===== config.mk =====
export PLATFORM = sky130hd
export DESIGN_NAME = imem_boot_ctrl
export DESIGN_NICKNAME = d
export VERILOG_FILES = /design/src/rtl/imem_boot_ctrl_pkg.sv /design/src/rtl/imem_boot_ctrl_byte_word_assembler.sv /design/src/rtl/imem_boot_ctrl.sv
export SDC_FILE = /design/constraint.sdc
export NUM_CORES = 1
export LEC_CHECK = 0
export CELL_PAD_IN_SITES_DETAIL_PLACEMENT = 1
export CELL_PAD_IN_SITES_GLOBAL_PLACEMENT = 1
export CORE_ASPECT_RATIO = 1.25
export CORE_MARGIN = 10
export CORE_UTILIZATION = 37
export DETAILED_ROUTE_END_ITERATION = 12
export PLACE_DENSITY_LB_ADDON = 0.1
export REMOVE_ABC_BUFFERS = 1
export SLEW_MARGIN = 40
export SYNTH_ARGS = -nofsm -noshare
export SYNTH_HDL_FRONTEND = slang
export SYNTH_SLANG_ARGS = --single-unit

===== constraint.sdc =====
create_clock -name clk -period 10.2 [get_ports clk]
set_input_delay 1.02 -clock clk [delete_from_list [all_inputs] [get_ports clk]]
set_output_delay 1.02 -clock clk [all_outputs]
set_load 0.02 [all_outputs]

===== src/rtl/imem_boot_ctrl_pkg.sv =====
`default_nettype none
// ============================================================================
// Module   : imem_boot_ctrl_pkg
// Brief    : Shared types and constants for the instruction-memory boot
//            controller (state encoding, NOP instruction, default width).
// Revision : 1.0 - initial release
// ============================================================================
package imem_boot_ctrl_pkg;

  // Default word-address width of the instruction memory (2^15 words)
  localparam int DEFAULT_ADDR_W = 15;

  // Instruction handed to fetch whenever the core is not running (addi x0,x0,0)
  localparam logic [31:0] NOP_INSTR = 32'h0000_0013;

  // Loader sequencing states
  typedef enum logic [2:0] {
    ST_LEN   = 3'd0,
    ST_DATA  = 3'd1,
    ST_FLUSH = 3'd2,
    ST_RUN   = 3'd3,
    ST_ERR   = 3'd4
  } state_t;

endpackage : imem_boot_ctrl_pkg
`default_nettype wire


===== src/rtl/imem_boot_ctrl_byte_word_assembler.sv =====
`default_nettype none
// ============================================================================
// Module   : imem_boot_ctrl_byte_word_assembler
// Brief    : Collects four little-endian bytes into a 32-bit word. The word
//            and its done pulse are presented combinationally with the 4th
//            byte so the caller can register the result on that same edge.
// Revision : 1.0 - initial release
// ============================================================================
module imem_boot_ctrl_byte_word_assembler (
  input  logic        clk,
  input  logic        rst,
  input  logic        clear,
  input  logic        byte_valid,
  input  logic [7:0]  byte_data,
  output logic        word_done,
  output logic [31:0] word
);

  logic [1:0]  lane;
  logic [23:0] low_bytes;

  // The 4th byte completes the word this cycle; it is never stored here
  assign word_done = byte_valid && (lane == 2'd3);
  assign word      = {byte_data, low_bytes};

  // Lane counter and storage for the three lower bytes of the word in flight
  always_ff @(posedge clk or posedge rst) begin
    if (rst) begin
      lane      <= 2'd0;
      low_bytes <= 24'd0;
    end else if (clear) begin
      lane      <= 2'd0;
      low_bytes <= 24'd0;
    end else if (byte_valid) begin
      lane <= lane + 2'd1;
      case (lane)
        2'd0:    low_bytes[7:0]   <= byte_data;
        2'd1:    low_bytes[15:8]  <= byte_data;
        2'd2:    low_bytes[23:16] <= byte_data;
        default: low_bytes        <= 24'd0;
      endcase
    end
  end

endmodule : imem_boot_ctrl_byte_word_assembler
`default_nettype wire


===== src/rtl/imem_boot_ctrl.sv =====
`default_nettype none
// ============================================================================
// Module   : imem_boot_ctrl
// Brief    : Owns the instruction-memory port. Loads a length-prefixed image
//            from the UART byte stream while holding the core, then hands
//            the read port to fetch and releases core_hold.
// Revision : 1.0 - initial release
// ============================================================================
module imem_boot_ctrl
  import imem_boot_ctrl_pkg::*;
#(
  parameter int          ADDR_W = DEFAULT_ADDR_W,
  parameter logic [31:0] NOP    = NOP_INSTR
) (
  input  logic              clk,
  input  logic              rst,
  input  logic              rx_valid,
  input  logic [7:0]        rx_data,
  output logic              rx_ready,
  input  logic              reload,
  input  logic [31:0]       fetch_pc,
  output logic [31:0]       fetch_ir,
  output logic [ADDR_W-1:0] mem_raddr,
  input  logic [31:0]       mem_rdata,
  output logic              mem_we,
  output logic [ADDR_W-1:0] mem_waddr,
  output logic [31:0]       mem_wdata,
  output logic              core_hold,
  output logic              load_err
);

  // Largest accepted word count: the whole memory
  localparam logic [32:0] MAX_WORDS = 33'd1 << ADDR_W;

  state_t            state;
  logic [ADDR_W:0]   word_cnt;
  logic [ADDR_W:0]   n_words;
  logic              accept;
  logic              reload_ok;
  logic              word_done;
  logic [31:0]       word;

  // Only the word-address bits of the PC reach the memory
  logic unused_pc_bits;
  assign unused_pc_bits = ^{fetch_pc[31:ADDR_W+2], fetch_pc[1:0]};

  // Once the final word has been written, DATA lingers one cycle (the write
  // commit cycle) with the RX side closed so no trailing byte is swallowed.
  assign rx_ready  = (state == ST_LEN) ||
                     ((state == ST_DATA) && (word_cnt != n_words));
  assign accept    = rx_valid && rx_ready;
  assign reload_ok = reload && ((state == ST_RUN) || (state == ST_ERR));

  assign mem_raddr = fetch_pc[ADDR_W+1:2];
  assign fetch_ir  = (state == ST_RUN) ? mem_rdata : NOP;

  imem_boot_ctrl_byte_word_assembler u_asm (
    .clk        (clk),
    .rst        (rst),
    .clear      (reload_ok),
    .byte_valid (accept),
    .byte_data  (rx_data),
    .word_done  (word_done),
    .word       (word)
  );

  // Load sequencer with registered memory-write and core-control outputs
  always_ff @(posedge clk or posedge rst) begin
    if (rst) begin
      state     <= ST_LEN;
      word_cnt  <= '0;
      n_words   <= '0;
      mem_we    <= 1'b0;
      mem_waddr <= '0;
      mem_wdata <= 32'd0;
      core_hold <= 1'b1;
      load_err  <= 1'b0;
    end else begin
      mem_we <= 1'b0;
      case (state)
        ST_LEN: begin
          if (word_done) begin
            if (word == 32'd0) begin
              state <= ST_FLUSH;
            end else if ({1'b0, word} > MAX_WORDS) begin
              state    <= ST_ERR;
              load_err <= 1'b1;
            end else begin
              n_words  <= word[ADDR_W:0];
              word_cnt <= '0;
              state    <= ST_DATA;
            end
          end
        end
        ST_DATA: begin
          // Counter reaching N means word N-1 is committing this cycle
          if (word_cnt == n_words) begin
            state <= ST_FLUSH;
          end else if (word_done) begin
            mem_we    <= 1'b1;
            mem_waddr <= word_cnt[ADDR_W-1:0];
            mem_wdata <= word;
            word_cnt  <= word_cnt + 1'b1;
          end
        end
        ST_FLUSH: begin
          state     <= ST_RUN;
          core_hold <= 1'b0;
        end
        ST_RUN, ST_ERR: begin
          if (reload) begin
            state     <= ST_LEN;
            word_cnt  <= '0;
            n_words   <= '0;
            core_hold <= 1'b1;
            load_err  <= 1'b0;
          end
        end
        default: begin
          state     <= ST_LEN;
          core_hold <= 1'b1;
        end
      endcase
    end
  end

endmodule : imem_boot_ctrl
`default_nettype wire


==> metrics, run 1 <==
fraction of registers with async set/reset=100%; pin count of the biggest net entering global routing=69; area grow syn2layout=29.0%; crit path kind=reg2out; chip height=157 µm; Initial Utilization=38.1%; R2R setup slack=7.33 ns; core area=14500 µm²; Mapped Cells=624; EDFF count, synth=0; clk sinks=111; Final nets=793; Worst Setup EP=rx_ready; crit path from=word_cnt[4]; RSZ-0062 raised after global routing=no; final period utilization=36.5%; Synth Area in Compound Gates=9.21%; status=finished, final reports clean; placed standard-cell area=6810 µm²; filler cell count=1641; via count=4581; DR vias/cell=5.12; min Tclk post-route=3.73 ns; Min-Delay Path Class=reg2reg; Routed Antenna Nets=0; CP max stage delay=0.64 ns; Final WS setup=6.47 ns; XOR/XNOR share of the synthesized area=2.69%; Worst Skew=0.00622 ns; # diodes=0; WL final=16800 µm; Setup crit start kind=register; sequential area share after synthesis=50.1%; post-cts gate resize count=0; Slew Limit Fails=0; design area=7150 µm²; static leakage=3.16 nW; Post-Syn Area per Cell=8.88 µm²; Synth Area in Adders=1.13%; Least-Margin Pin Slew=0.730 ns; antenna violations before repair=0; Max Clk Rate=0.268 GHz; GPL Wtd Cong=0.804; num ports=174; hold bufs inserted after CTS=0; met2 WL=8650 µm; Hold Vio Cnt, Final=0; clock latency on the worst-skew pair=0.36 ns; area of the multi-input gates=2420 µm²; main combinational cell family by area after synthesis=simple AND/OR/NAND/NOR gates; CP Data Required Time=9.18 ns; DRC violations left=0; Metal-1 WL=6540 µm; routed wl met3=1190 µm; worst flop-to-flop path startpoint=word_cnt[4]; P per Cell Area=266 nW/µm²; setup bufs post-CTS=0; Synth Warn #=0; Post-Synth Simple-Gate Area=26.8%; Post-DP HPWL=12500 µm; # setup viols final=0; uppermost routed layer=met5; pre-CTS WS=6.61 ns; Unique masters post-synth=48; sequential share of power=38.5%; Max Cap Viol=0; first-pass GRT wire length=27200 µm; gr usage total=17.0%; DR iter-0 viols=194; Pre-antenna DRT Iters=4; Clk pwr share=20.8%; P_int=0.00116 W; clock transition at the registers of the reported paths=0.07 ns; delay-heaviest family, CP=simple AND/OR/NAND/NOR gates; cell area after synthesis=5540 µm²; maximum VDD drop=0.122 mV; Die ar.=20300 µm²; Worst slew margin=51.3%; worst r2r dst=word_cnt[13]; share of cells above drive strength 1=5.17%; Max Buffers Root-to-Sink=2; ys flop type=dfrtp_1; clock buffer count from CTS=9; CTS tree=done; Yosys reg bits=111; die width=129 µm; WP depth=5; H-tree level count=3; Comb pwr share=40.7%; Sw Ratio=38.8%; # rows=49; worst path arrival time=2.71 ns; CP max stage cell=nor4_4; P_sw=0.000736 W; vias in the first global route=5012; element type at the critical path end=output port; Crit path buffers/inverters=1; critical-path maximum fanout=9; Fin Hold WS=0.477 ns; CP cell instances=xnor2_1 > nand4_1 > nor4_4 > a21oi_1 > clkdlybuf4s50_1; input/output buffers=126; Clk Tree Root Cell=clkbuf_16; Reg2Reg Depth=7; grt total ovfl=0; Avg WL per Cell=18.7 µm; Seq. cell area=2780 µm²; Setup TNS=0 ns; post-synthesis mux area share=3.07%
[per-layer routing]
layer  global-route usage [%]  vias to the layer above
li1                         -                     2215
met1                     18.7                     2258
met2                     29.1                       88
met3                     6.42                       18
met4                     5.47                        2
met5                     4.08                        -
[power groups by stage]
stage / logic, W / registers, W / clock network (W)
finish: 0.000773 / 0.000731 / 0.000396
global route: 0.000858 / 0.000758 / 0.000420
CTS: 0.000791 / 0.000732 / 0.000405
detailed placement: 0.000787 / 0.000739 / 0
global placement: 0.000758 / 0.000731 / 0
floorplan: 0.000398 / 0.000776 / 0
[cell type report]
cell class	instances	share of cell area [%]
clock inverter	4	1.33
inverter	26	1.47
timing repair buffer	130	18.1
clock buffer	11	3.26
multi-input combinational	434	33.9
tap	178	3.12
sequential	111	38.9
[kinds of logic (layout without fill, tap and decap cells)]
logic type | after synthesis | after routing
AOI/OAI and AO/OA | 80 | 80
xor gates and xnor gates | 17 | 17
adders and majority gates | 5 | 5
buffers and inverters | 79 | 171
DFF | 111 | 111
muxes | 17 | 17
and+or+nand+nor | 315 | 315
[synth_stat cells (9+ instances only)]
master    instances  area share [%]
buf_4            15             2.0
inv_1            25             1.7
o21ai_0          15             1.4
mux2i_1          17             3.1
nand2_1         172              12
nand2b_1         17             1.9
a21oi_1          35             3.2
buf_2            13             1.2
nand4_1           9             1.0
and2_1           30             3.4
dfrtp_1         110              50
xnor2_1          17             2.7
nor2_1           19             1.3
nand3_1          31             2.8
clkbuf_1         21             1.4
[worst register-to-register path, cell delays in order (launching register included)]
cell and delay, ns:
dfrtp_1 0.47, xnor2_1 0.25, nand4_1 0.20, nor4_4 0.64
or3_2 0.28, buf_4 0.49, nor3_1 0.13, a211o_1 0.29
[cells in the final DEF (no fill, tap or decap), types with 7 or more instances in the layout]
| cell | netlist | final |
|---|---|---|
| a21oi_1 | 35 | 34 |
| and2_1 | 30 | 30 |
| and3_1 | 7 | 7 |
| clkbuf_16 | 0 | 9 |
| clkdlybuf4s50_1 | 0 | 126 |
| dfrtp_1 | 110 | 110 |
| inv_1 | 25 | 24 |
| mux2i_1 | 17 | 17 |
| nand2_1 | 172 | 172 |
| nand2b_1 | 17 | 17 |
| nand3_1 | 31 | 31 |
| nand4_1 | 9 | 9 |
| nor2_1 | 19 | 18 |
| nor3_1 | 8 | 8 |
| o21ai_0 | 15 | 15 |
| xnor2_1 | 17 | 17 |
[flip-flops by register name, indices dropped and copies added (netlist names), 2 cells and up]
register         flops
n_words             16
u_asm.low_bytes     24
word_cnt            16
u_asm.lane           2
mem_waddr           15
state                3
mem_wdata           32
[worst min path at each step]
stage | start | endpoint | cells after the start
floorplan | u_asm.low_bytes[16] | mem_wdata[16] | 2
global placement | mem_wdata[5] | mem_wdata[5] | 2
detailed placement | mem_wdata[31] | mem_wdata[31] | 2
CTS | mem_wdata[31] | mem_wdata[31] | 2
global route | mem_waddr[12] | mem_waddr[12] | 2
finish | mem_waddr[12] | mem_waddr[12] | 2
[metrics by stage]
| stage | instances | power, W | util (%) |
|---|---|---|---|
| 3_5_place_dp | 879 | 0.00153 | 46.9 |
| 3_3_place_gp | 879 | 0.00149 | 46.6 |
| 6_report | 894 | 0.00190 | 49.2 |
| 4_1_cts | 894 | 0.00193 | 49.1 |
| 2_1_floorplan | 571 | 0.00117 | - |
| 5_1_grt | 894 | 0.00204 | 49.2 |
(Power assumes the default switching activity.)
==> inputs of run 2 (changes only) <==
Settings changed: CORE_UTILIZATION 37 to 31.
Clock period 10.2 ns to 3.3 ns, I/O delays scaled along.
==> metrics, run 2 (same netlist as run 1, synthesis figures left out) <==
status=finished, final reports clean (unchanged); Max Cap Viol=0 (unchanged); Final Non-Filler Cells=948 (was 894); Pre-antenna DRT Iters=5 (was 4); Avg WL per Cell=18.1 µm (was 18.7 µm); Fin Hold WS=0.452 ns (was 0.477 ns); CP max stage cell=nor4_4 (unchanged); first-pass GRT wire length=28200 µm (was 27200 µm); Worst slew margin=51.7% (was 51.3%); # setup viols final=0 (unchanged); Crit path buffers/inverters=1 (unchanged); vias in the first global route=5068 (was 5012); max reg flops=32 (unchanged); core area=17500 µm² (was 14500 µm²); Max Buffers Root-to-Sink=2 (unchanged); pin count of the biggest net entering global routing=112 (was 69); H-tree level count=3 (unchanged); grt total ovfl=0 (unchanged); Slew Limit Fails=0 (unchanged); element type at the critical path end=output port (unchanged); Worst Skew=0.00951 ns (was 0.00622 ns); DR vias/cell=4.82 (was 5.12); num ports=174 (unchanged); Initial Utilization=31.7% (was 38.1%); crit path kind=reg2out (unchanged); WL final=17100 µm (was 16800 µm); Setup TNS=0 ns (unchanged); critical-path maximum fanout=9 (unchanged); Die ar.=23700 µm² (was 20300 µm²); delay-heaviest family, CP=simple AND/OR/NAND/NOR gates (unchanged); fin util=41.1% (was 49.2%); share of cells above drive strength 1=5.94% (was 5.17%); post-cts gate resize count=0 (unchanged); Most flops, register=mem_wdata (unchanged); gr usage total=14.7% (was 17.0%); setup bufs post-CTS=0 (unchanged); # rows=54 (was 49); CTS tree=done (unchanged); DR iter-0 viols=194 (unchanged); Post-DP HPWL=12800 µm (was 12500 µm); placed cell count=934 (was 879); GPL Wtd Cong=0.777 (was 0.804); Min-Delay Path Class=in2async (was reg2reg); most frequent cells in the layout=nand2_1 (172), clkdlybuf4s50_1 (126), dfrtp_1 (110) (unchanged); Least-Margin Pin Slew=0.724 ns (was 0.730 ns); most common cell after layout, fill and taps aside=nand2_1 (unchanged); static leakage=3.18 nW (was 3.16 nW); input/output buffers=126 (unchanged); clock transition at the registers of the reported paths=0.07 ns (about the same); final period utilization=90.5%; worst path arrival time=2.66 ns (was 2.71 ns); area grow syn2layout=29.8% (was 29.0%); hold bufs inserted after CTS=0 (unchanged); CP Data Required Time=2.97 ns (was 9.18 ns); Final nets=802 (was 793); chip height=169 µm (was 157 µm); via count=4570 (was 4581); antenna violations before repair=0 (unchanged); clk sinks=111 (unchanged); Max Clk Rate=0.335 GHz; CP max stage delay=0.69 ns (was 0.64 ns); Setup crit start kind=register (unchanged); Clk Tree Root Cell=clkbuf_16 (unchanged); clock buffer count from CTS=9 (unchanged); die width=140 µm (was 129 µm); DRC violations left=0 (unchanged); CP cell instances=xnor2_1 > nand4_1 > nor4_4 > a21oi_1 > clkdlybuf4s50_1 (unchanged); # diodes=0 (unchanged); Hold Vio Cnt, Final=0 (unchanged); P per Cell Area=789 nW/µm² (was 266 nW/µm²); biggest regs=mem_wdata (32), u_asm.low_bytes (24) (unchanged); maximum VDD drop=0.313 mV (was 0.122 mV); Routed Antenna Nets=0 (unchanged); RSZ-0062 raised after global routing=no (unchanged); min Tclk post-route=2.99 ns; clock latency on the worst-skew pair=0.36 ns (about the same)
run 2: area by class of cell:
cell class | instances | area (µm²)
Tap cell | 224 | 280
Clock inverter | 1 | 5.00
Multi-Input combinational cell | 434 | 2400
Timing Repair Buffer | 139 | 1370
Sequential cell | 111 | 2780
Inverter | 26 | 103
Fill cell | 2033 | 10300
Clock buffer | 13 | 260
run 2: worst min-delay path, stage by stage:
cell             delay (ns)
clkdlybuf4s50_1        0.44
inv_4                  0.07
buf_12                 0.42
run 2: layer usage:
layer	vias up	part of all wire, %	global-route usage, %
met5	-	0	0
li1	2230	-	-
met2	83	51	25.5
met4	0	1.8	5.04
met1	2235	40	16.0
met3	22	7.6	5.80
run 2: per-stage QoR:
| step | total power [W] | cell area, µm² | worst slack (ns) |
|---|---|---|---|
| floorplan | 0.00363 | 5250 | 0.00318 |
| global placement | 0.00464 | 6910 | 0.352 |
| detailed placement | 0.00473 | 6920 | 0.305 |
| CTS | 0.00579 | 7190 | 0.246 |
| global route | 0.00613 | 7200 | 0.126 |
| finish | 0.00568 | 7200 | 0.312 |
run 2: final timing paths:
path,slack [ns],startpoint,end,cells after the start
max,0.31,word_cnt[3],rx_ready,5
max reg2reg,0.58,word_cnt[3],mem_waddr[9],8
min in group clk,0.47,mem_waddr[11],mem_waddr[11],2
max in group asynchronous,2.36,rst,u_asm.low_bytes[16],3
min,0.45,rst,word_cnt[0],3
min reg2reg,0.47,mem_waddr[11],mem_waddr[11],2
run 2: where the power goes:
group / switching, W / internal [W] / total, W
sequential: 0.000406 / 0.00181 / 0.00221
combinational: 0.00136 / 0.00107 / 0.00242
clock: 0.000492 / 0.000546 / 0.00104
==> inputs of run 3 (changes only) <==
Settings changed: ABC_AREA from default to 1, CORE_UTILIZATION 31 to 34.
Clock period 3.3 ns to 3.4 ns, I/O delays scaled along.
==> metrics, run 3 <==
clk sinks=111 (unchanged); Final nets=970 (was 802); top cells by count, synth=nand2_1 (285), dfrtp_1 (110), nor2_1 (90) (was nand2_1 (172), dfrtp_1 (110), a21oi_1 (35)); biggest regs=mem_wdata (32), u_asm.low_bytes (24) (unchanged); max reg flops=32 (unchanged); sequential area share after synthesis=47.2% (was 50.1%); post-cts gate resize count=0 (unchanged); Max Cap Viol=0 (unchanged); Initial Utilization=34.8% (was 31.7%); GPL Wtd Cong=0.896 (was 0.777); CTS tree=done (unchanged); H-tree level count=3 (unchanged); Die ar.=23000 µm² (was 23700 µm²); worst path arrival time=2.27 ns (was 2.66 ns); hold bufs inserted after CTS=0 (unchanged); clock buffer count from CTS=9 (unchanged); WL final=18600 µm (was 17100 µm); Pre-antenna DRT Iters=4 (was 5); # rows=53 (was 54); Post-DP HPWL=14300 µm (was 12800 µm); first-pass GRT wire length=30300 µm (was 28200 µm); EDFF count, synth=0 (unchanged); Setup crit start kind=register (unchanged); crit path kind=reg2out (unchanged); Area contributors post-synth=dfrtp_1 (47%), nand2_1 (18%), nor2_1 (5.7%) (was dfrtp_1 (50%), nand2_1 (12%), and2_1 (3.4%)); grt total ovfl=0 (unchanged); min Tclk post-route=2.61 ns; input/output buffers=126 (unchanged); most frequent cells in the layout=nand2_1 (284), clkdlybuf4s50_1 (126), dfrtp_1 (110) (was nand2_1 (172), clkdlybuf4s50_1 (126), dfrtp_1 (110)); leading area contributor after synthesis=dfrtp_1 (unchanged); Max Clk Rate=0.384 GHz; maximum VDD drop=0.280 mV (was 0.313 mV); Worst Skew=0.0121 ns (was 0.00951 ns); Yosys reg bits=111 (unchanged); Routed Antenna Nets=0 (unchanged); # setup viols final=0 (unchanged); core area=16900 µm² (was 17500 µm²); die width=138 µm (was 140 µm); Avg WL per Cell=16.7 µm (was 18.1 µm); clock transition at the registers of the reported paths=0.08 ns (was 0.07 ns); Setup TNS=0 ns (unchanged); Max Buffers Root-to-Sink=2 (unchanged); Final WS setup=0.794 ns (was 0.312 ns); DR iter-0 viols=202 (was 194); top-area cell type share of the netlist area=46.8% (was 49.7%); cell area after synthesis=5880 µm² (was 5540 µm²); critical-path maximum fanout=6 (was 9); fraction of registers with async set/reset=100% (unchanged); Least-Margin Pin Slew=0.573 ns (was 0.724 ns); Worst slew margin=61.7% (was 51.7%); gr usage total=16.5% (was 14.7%); via count=5286 (was 4570); # diodes=0 (unchanged); clock latency on the worst-skew pair=0.37 ns (was 0.36 ns); static leakage=3.54 nW (was 3.18 nW); vias in the first global route=5640 (was 5068); status=finished, final reports clean (unchanged); DRC violations left=0 (unchanged); ys flop type=dfrtp_1 (unchanged); most common cell after layout, fill and taps aside=nand2_1 (unchanged); P per Cell Area=612 nW/µm² (was 789 nW/µm²); Slew Limit Fails=0 (unchanged); Most flops, register=mem_wdata (unchanged); pin count of the biggest net entering global routing=56 (was 112); pre-CTS WS=0.817 ns (was 0.305 ns); RSZ-0062 raised after global routing=no (unchanged); num ports=174 (unchanged); chip height=167 µm (was 169 µm); Min-Delay Path Class=in2async (unchanged); Synth Warn #=0 (unchanged); antenna violations before repair=0 (unchanged); Hold Vio Cnt, Final=0 (unchanged); Mapped Cells=790 (was 624); Post-Syn Area per Cell=7.45 µm² (was 8.88 µm²); element type at the critical path end=output port (unchanged); Unique masters post-synth=33 (was 48); DR vias/cell=4.75 (was 4.82); CP Data Required Time=3.06 ns (was 2.97 ns); Clk Tree Root Cell=clkbuf_16 (unchanged); setup bufs post-CTS=0 (unchanged); share of cells above drive strength 1=5.93% (was 5.94%); final period utilization=76.7%; count leader, synth=nand2_1 (unchanged); area grow syn2layout=27.0% (was 29.8%)
-- run 3: changes by cell type after synthesis, moves of 8 or more --
cell / before / now
nand2_1: 172 / 285
nor2_1: 19 / 90
inv_1: 25 / 77
o21ai_0: 15 / 59
and2_1: 30 / 0
a21oi_1: 35 / 10
mux2i_1: 17 / 0
nand2b_1: 17 / 0
xnor2_1: 17 / 0
o21bai_1: 0 / 16
clkbuf_1: 21 / 6
o21ai_1: 0 / 12
buf_6: 0 / 9
inv_2: 1 / 9
-- run 3: final timing paths --
kind | startpoint | end | slack (ns) | cells after the start
worst max register to register | word_cnt[3] | mem_wdata[15] | 0.96 | 13
max in group asynchronous | rst | word_cnt[9] | 2.38 | 3
worst max-delay path | word_cnt[4] | rx_ready | 0.79 | 10
min in group clk | mem_wdata[15] | mem_wdata[15] | 0.48 | 2
worst min-delay path | rst | mem_we | 0.34 | 2
worst min register to register | mem_wdata[15] | mem_wdata[15] | 0.48 | 2
-- run 3: metal layers --
| metal | vias to the layer above | wire (µm) | GRT usage, % |
|---|---|---|---|
| li1 | 2633 | - | - |
| met1 | 2514 | 7040 | 17.4 |
| met2 | 107 | 10100 | 29.9 |
| met3 | 30 | 996 | 4.39 |
| met4 | 2 | 425 | 6.24 |
| met5 | - | 40 | 1.39 |
-- run 3: layout make-up --
class | instances | area (µm²)
Multi-Input combinational cell | 547 | 2470
Sequential cell | 111 | 2780
Inverter | 86 | 325
Timing Repair Buffer | 134 | 1330
Tap cell | 220 | 275
Clock inverter | 4 | 35.0
Clock buffer | 12 | 256
Fill cell | 2132 | 9440
-- run 3: through the flow --
step / util, % / hold WS, ns / instances / total power [W] / cell area, µm²
floorplan: - / 0.450 / 744 / 0.00291 / 5570
global placement: 42.4 / 0.463 / 1098 / 0.00349 / 7180
detailed placement: 42.5 / 0.465 / 1098 / 0.00356 / 7180
CTS: 44.2 / 0.373 / 1114 / 0.00466 / 7470
global route: 44.2 / 0.390 / 1114 / 0.00495 / 7470
finish: 44.2 / 0.345 / 1114 / 0.00457 / 7470
-- run 3: kinds of logic after synthesis --
logic type               after synthesis  synth area share [%]
adder cells (fa/ha/maj)                5                  1.06
flip-flops                           111                  47.2
buffers and inverters                132                  10.9
XOR/XNOR                               3                 0.447
AND/OR/NAND/NOR                      436                  30.4
AO/OA/AOI/OAI                        103                  10.0
-- run 3: worst max-delay path, cell delays in order, from the launching register on --
cell and delay, ns:
dfrtp_1 0.47, inv_1 0.12, nand2_1 0.08, nand2_1 0.04, nor2_1 0.10, nand2_1 0.10
nor2_1 0.12, nand2_2 0.11, nand2_4 0.11, nand2_4 0.09, clkdlybuf4s50_1 0.55
-- run 3: where the power goes --
| group | leakage [nW] | switching, W | internal, W |
|---|---|---|---|
| logic | 1.88 | 0.00118 | 0.000583 |
| registers | 1.53 | 0.000220 | 0.00153 |
| clock network | 0.137 | 0.000516 | 0.000546 |
